[src/rtl/key_debounce_irq.sv]
// Debounced, interrupt-capable front end for the 8 user keys (synchroniser, debouncer, sticky PEND, MASK).
// Optional KEY_RELEASE_IRQ_EN: releases also raise PEND, and offset 0xC exposes the EDGE register.
module key_debounce_lane #(
  parameter int DEBOUNCE_CYCLES = 20000,
  parameter int CW              = $clog2(DEBOUNCE_CYCLES)
) (
  input  logic clk,
  input  logic rst_n,
  input  logic key_in,
  output logic key,
  output logic acc,
  output logic acc_val
);
  logic [1:0]    sync_q, sync_d;
  logic [CW-1:0] cnt_q, cnt_d;
  logic          key_q, key_d;

  always_comb begin
    sync_d  = {sync_q[0], key_in};
    cnt_d   = cnt_q;
    key_d   = key_q;
    acc     = 1'b0;
    acc_val = sync_q[1];
    if (sync_q[1] == key_q) begin
      cnt_d = '0;
    end else if (cnt_q == CW'(DEBOUNCE_CYCLES - 1)) begin
      // the DEBOUNCE_CYCLES-th consecutive differing sample accepts the new level
      key_d = sync_q[1];
      cnt_d = '0;
      acc   = 1'b1;
    end else begin
      cnt_d = cnt_q + 1'b1;
    end
  end

  always_ff @(posedge clk or negedge rst_n) begin
    if (!rst_n) begin
      sync_q <= '0;
      cnt_q  <= '0;
      key_q  <= 1'b0;
    end else begin
      sync_q <= sync_d;
      cnt_q  <= cnt_d;
      key_q  <= key_d;
    end
  end

  assign key = key_q;
endmodule

module key_debounce_irq #(
  parameter int DEBOUNCE_CYCLES = 20000,
  parameter bit ACTIVE_LOW      = 1'b1
) (
  input  logic        clk,
  input  logic        sys_rstn,
  input  logic [7:0]  user_key,
  input  logic [1:0]  addr,
  input  logic        we,
  input  logic [31:0] wdata,
  output logic [31:0] rdata,
  output logic        irq
);
  localparam int NUM_KEYS = 8;

  logic [NUM_KEYS-1:0] key_in, key, acc, acc_val, press, ev;
  logic [NUM_KEYS-1:0] pend_q, pend_d, mask_q, mask_d, clr;
  logic                unused_wdata;

  assign key_in = ACTIVE_LOW ? ~user_key : user_key;

  genvar gi;
  generate
    for (gi = 0; gi < NUM_KEYS; gi++) begin : g_lane
      key_debounce_lane #(.DEBOUNCE_CYCLES(DEBOUNCE_CYCLES)) u_lane (
        .clk    (clk),
        .rst_n  (sys_rstn),
        .key_in (key_in[gi]),
        .key    (key[gi]),
        .acc    (acc[gi]),
        .acc_val(acc_val[gi])
      );
    end
  endgenerate

  assign press = acc & acc_val;

`ifdef KEY_RELEASE_IRQ_EN
  logic [NUM_KEYS-1:0] edge_q, edge_d;
  assign ev = acc;
  // EDGE tracks the direction of the most recent accepted transition per key
  always_comb edge_d = (edge_q & ~acc) | press;
  always_ff @(posedge clk or negedge sys_rstn) begin
    if (!sys_rstn) edge_q <= '0;
    else           edge_q <= edge_d;
  end
`else
  assign ev = press;
`endif

  always_comb begin
    clr    = (we && addr == 2'd1) ? wdata[NUM_KEYS-1:0] : '0;
    // a new event on the same edge as its W1C keeps the bit set
    pend_d = (pend_q & ~clr) | ev;
    mask_d = (we && addr == 2'd2) ? wdata[NUM_KEYS-1:0] : mask_q;
  end

  always_ff @(posedge clk or negedge sys_rstn) begin
    if (!sys_rstn) begin
      pend_q <= '0;
      mask_q <= '0;
    end else begin
      pend_q <= pend_d;
      mask_q <= mask_d;
    end
  end

  always_comb begin
    rdata = '0;
    case (addr)
      2'd0: rdata = {24'b0, key};
      2'd1: rdata = {24'b0, pend_q};
      2'd2: rdata = {24'b0, mask_q};
`ifdef KEY_RELEASE_IRQ_EN
      2'd3: rdata = {24'b0, edge_q};
`endif
      default: rdata = '0;
    endcase
  end

  assign irq          = |(pend_q & mask_q);
  assign unused_wdata = &{1'b0, wdata[31:8]};
endmodule
[config.mk]
export PLATFORM = sky130hd
export DESIGN_NAME = key_debounce_irq
export DESIGN_NICKNAME = d
export VERILOG_FILES = /design/src/rtl/key_debounce_irq.sv
export SDC_FILE = /design/constraint.sdc
export NUM_CORES = 1
export LEC_CHECK = 0
export CAP_MARGIN = 0
export CORE_MARGIN = 8
export CORE_UTILIZATION = 61
export CTS_CLUSTER_SIZE = 30
export DETAILED_ROUTE_END_ITERATION = 7
export PLACE_DENSITY = 0.84
export RECOVER_POWER = 50
export SYNTH_ARGS = -nofsm -noshare
export SYNTH_HDL_FRONTEND = slang
export SYNTH_SLANG_ARGS = --single-unit
[constraint.sdc]
create_clock -name clk -period 5.91 [get_ports clk]
set_input_delay 1.773 -clock clk [delete_from_list [all_inputs] [get_ports clk]]
set_output_delay 1.773 -clock clk [all_outputs]
set_load 0.1 [all_outputs]
; ---- Yosys cells after proc, flatten, opt, wreduce, memory -nomap -nowiden
; Index checks and enable logic that the tools add are counted.
[word_totals]
input_bits = 45
elab_cells = 112
reg_bits = 160
out_inout_bits = 33
[classes]
n_addsub = 8
n_reduce_logical = 12
n_bitwise = 14
n_eq_ne = 18
mux = 34
[ops]
columns = cell, n
row1 = $mux 15, 16
row2 = $add 15x1->15 const B, 8
row3 = $eq 15x15->1 const B, 8
row4 = $and 8x8->8, 3
row5 = $pmux 8 s3, 1
row6 = $mux 1, 16
row7 = $not 8->8, 2
row8 = $reduce_and 2->1, 8
row9 = $eq 1x1->1, 8
row10 = $mux 8, 1
row11 = $not 1->1, 8
row12 = $or 8x8->8, 1
row13 = $reduce_or 8->1, 1
row14 = $eq 2x1->1 const B, 1
row15 = $eq 2x2->1 const B, 1
row16 = $logic_and 1x1->1, 2
row17 = $logic_not 2->1, 1

; ---- Logic depth before layout (Yosys ltp)
[depth]
depth_word = 6
depth_mapped = 7
depth_no_buf = 5

; ---- Cells and area by module
; A second synthesis with hierarchy kept.
[hier_totals]
hier_cells = 732
hier_area_um2 = 8161.6
[by_module_without_submodules]
columns = mod, cells_per_inst, area_each_um2, instances
row1 = key_debounce_lane, 79, 883.3, 8
row2 = key_debounce_irq, 100, 1094.8, 1

; ---- Worst setup path after synthesis
; No wires, ideal clock.
[synth_timing]
path_type = input to output
from = in addr[1]
to = out rdata[0]
arrival_ns = 4.421
path_stages = 3
n_path_buf = 1
setup_slack_ns = -0.284
cell_sequence = clkbuf_1 mux2i_1 o21ai_0
[synth_between]
elab_chain_cells = 2
word_cells_on_any_way = 4
classes_between = 2 x eq/ne / 1 x mux / 1 x reduce/logical
[synth_lines]
columns = element, line
row1 = "start, declared", 58  ; input logic [1:0] addr,
row2 = $eq 2x2->1 (tied with other cells), 120  ; case (addr)
row3 = $pmux 8 s3 *, 120
row4 = "end, declared", 61  ; output logic [31:0] rdata,
; Every way passes the cells marked *; elsewhere a longest branch is shown, timed or not.

; ---- Final worst setup path
[layout_timing]
from = in addr[0]
to = out rdata[7]
; The elaborated chain is that of the path after synthesis.

==> flow_summary_export.csv <==
group,metric,value,unit
outcome,status,"finished, violations left",
outcome,violations,"capacitance limit, slew limit",
critical_path,endpoint_kind,"primary output",
detailed_routing,drt-total-wl,15000,um
synthesis,yosys-top-cells-area,"dfrtp_1 (53%), xnor2_1 (6.3%), xor2_1 (6.3%), nor2_1 (6.2%), nand4_1 (3.1%)",
critical_path,critPathMaxFanout,10,
synthesis,synth_edf_count,0,
timing,fin_skew,5.19,ps
critical_path,r2r_cells,4,
final_layout,n_fill_cell,842,
detailed_routing,dr.first_iter.drc_count,347,
placement,place.gp.congestion,0.822,
clock_tree,cts_resized,0,
detailed_routing,vias_per_cell,5.57,
final_layout,nets,839,
global_routing,grt_max_degree,72,
synthesis,synth.distinct_cells,38,
detailed_routing,firstDrtPassIters,5,
hold_path,min_delay_path_depth,0,
synthesis,syn_inst,753,
synthesis,yosysMostFrequentCell,"dfrtp_1",
detailed_routing,routedWlPerCell,15.5,um
global_routing,antenna_found_initial,1,
clock_tree,cts_tree,"yes",
timing,setup-violations-final,0,
synthesis,yosysWarnings,0,
critical_path,worstReg2RegEnd,"g_lane[4].u_lane.cnt_q[5]$_DFF_PN0_",
clock_tree,insertion_delay,430,ps
critical_path,worstPathRequired,4140,ps
critical_path,arrival,3630,ps
critical_path,reg2reg_slack,3850,ps
timing,hold_violations,0,
timing,report.final.slew_viol_count,72,
hold_path,hold_path.class,"flip-flop to flip-flop",
timing,fmax,185,MHz
die,ioPinCount,78,
global_routing,grt_pass1_wl,25200,um
synthesis,synth_commonest_cells,"dfrtp_1 (160), nor2_1 (126), xnor2_1 (55), xor2_1 (55), nand2_1 (44)",
clock_tree,cts.sinks,160,
power,p_total,2550,uW
flow_run,drv_cap,1,
synthesis,ys_ff_latch,160,
timing,rsz0062_at_grt,"no",
timing,period_share,91.4,%
clock_tree,clk_pin_slew_worst_paths,60,ps
clock_tree,htreeDepth,4,
detailed_routing,drc_errors,0,
synthesis,ys_async_sr_fraction,100,%
power,vdd_drop_max,0.215,mV
timing,max_slew_margin,-151,%
critical_path,crit_path_start_kind,"primary input",
synthesis,syn_area_per_cell,10.1,um^2
power,powerDensity,295,nW/um^2
timing,totalNegativeSetupSlack,0,ps
power,leakagePower,0.00376,uW
die,dieWidth,128,um
hold_path,min_to,"g_lane[3].u_lane.sync_q[1]$_DFF_PN0_",
detailed_routing,ant_nets,0,
final_layout,areaGrowthSynthToFinish,13.8,%
clock_tree,post-cts-setup-buffers,0,
placement,io_buffers,29,
hold_path,worstHoldStart,"g_lane[3].u_lane.sync_q[0]$_DFF_PN0_",
synthesis,yosysTopAreaCellShare,52.8,%
die,die_h,128,um
detailed_routing,num_vias,5395,
clock_tree,clockBufferDepth,2,
critical_path,r2r_start,"g_lane[4].u_lane.cnt_q[12]$_DFF_PN0_",
timing,finalWorstSetupSlack,508,ps
timing,hold_ws,349,ps
clock_tree,cts_buffers,17,
timing,worst_pin_slew,3770,ps
die,core-area,12100,um^2
clock_tree,hold_buffers,0,
timing,period_minus_slack,5400,ps
synthesis,synth_ff_type,"dfrtp_1",
die,row_count,40,
synthesis,synth_seq_area_share,52.8,%
critical_path,critPathKind,"primary input to primary output",
global_routing,track_usage,19.5,%
global_routing,grt.overflow.total,0,
clock_tree,clockRootBuffer,"clkbuf_16",
synthesis,synth_area,7590,um^2
die,die-area,16300,um^2
final_layout,drive_above_1_share,6.88,%
synthesis,yosysTopAreaCell,"dfrtp_1",
die,start_util,62.9,%
global_routing,grt_pass1_vias,5326,
placement,dpl.hpwl,10000,um
placement,pre_cts_slack,545,ps
==> cell families (layout without fill, tap and decap cells) <==
kind of cell / after synthesis / in the layout / share of synthesized area, %
compound gates: 40 / 40 / 2.80
xor+xnor: 110 / 110 / 12.7
simple gates: 342 / 342 / 22.9
other cells: 1 / 25 / 0.0494
buf+inv: 76 / 99 / 5.14
fa+ha+maj: 8 / 8 / 1.32
mux: 16 / 16 / 2.29
flops: 160 / 160 / 52.8
==> flip-flops by register name (all words and copies together), names as in the netlist <==
register and flops:
g_lane.u_lane.cnt_q 120, g_lane.u_lane.sync_q 16, g_lane.u_lane.key 8, mask_q 8
pend_q 8
==> critical path: stages <==
cell and delay, ps:
clkdlybuf4s50_1 710, nor2b_1 580, nand2_1 110, o21ai_1 230, buf_12 220
==> layer usage <==
layer  global-route usage (%)  routed length (um)  share of wire (%)
met1                     23.1                6230                 41
met2                     31.9                7430                 49
met3                     5.57                 934                6.2
met5                        0                   0                  0
met4                     9.66                 434                2.9
==> worst max path at each step <==
stage	startpoint	end	depth (start not counted)
floorplan	addr[1]	rdata[0]	3
detailed placement	addr[0]	rdata[7]	5
finish	addr[0]	rdata[7]	5
global route	sys_rstn	g_lane[1].u_lane.cnt_q[12]$_DFF_PN0_	1
CTS	addr[0]	rdata[6]	5
global placement	addr[0]	rdata[4]	5
==> area by class of cell <==
type	instances	area [um^2]	share of cell area, %
clock inverters	13	188	2.17
clock buffers	19	443	5.13
multi-input cells	540	3270	37.9
well taps	168	210	2.43
flip-flops and latches	160	4000	46.3
repair buffers	32	387	4.48
inverters	35	131	1.52
diodes	1	2.50	0.0290
==> power by group <==
group	internal (uW)	switching [uW]	total, uW
Clock	718	435	1150
Sequential	1130	30.3	1160
Combinational	56.0	179	235
Total	1900	645	2550
==> per-stage QoR <==
step / instance area (um^2) / instances / util [%]
CTS: 8650 / 967 / 71.7
floorplan: 7680 / 776 / -
global placement: 8020 / 935 / 66.5
finish: 8640 / 968 / 71.6
detailed placement: 8020 / 935 / 66.5
global route: 8640 / 968 / 71.6
==> cells in the final DEF (no fill, tap or decap), drive strengths merged, types with 4 or more instances in the layout <==
cell type      count
nand3             37
nor3              18
mux2i              8
dfrtp            160
mux2               8
clkdlybuf4s50     13
buf               11
o21ai             33
nor2             126
or3                6
xor2              55
ha                 8
nand2             44
conb              24
nand4             38
dlygate4sd3        7
nand2b            16
xnor2             55
bufinv             4
and4              16
a22oi              4
clkinv             6
clkbuf            20
or4                4
inv               35
nor4              18
(Power assumes the default switching activity.)
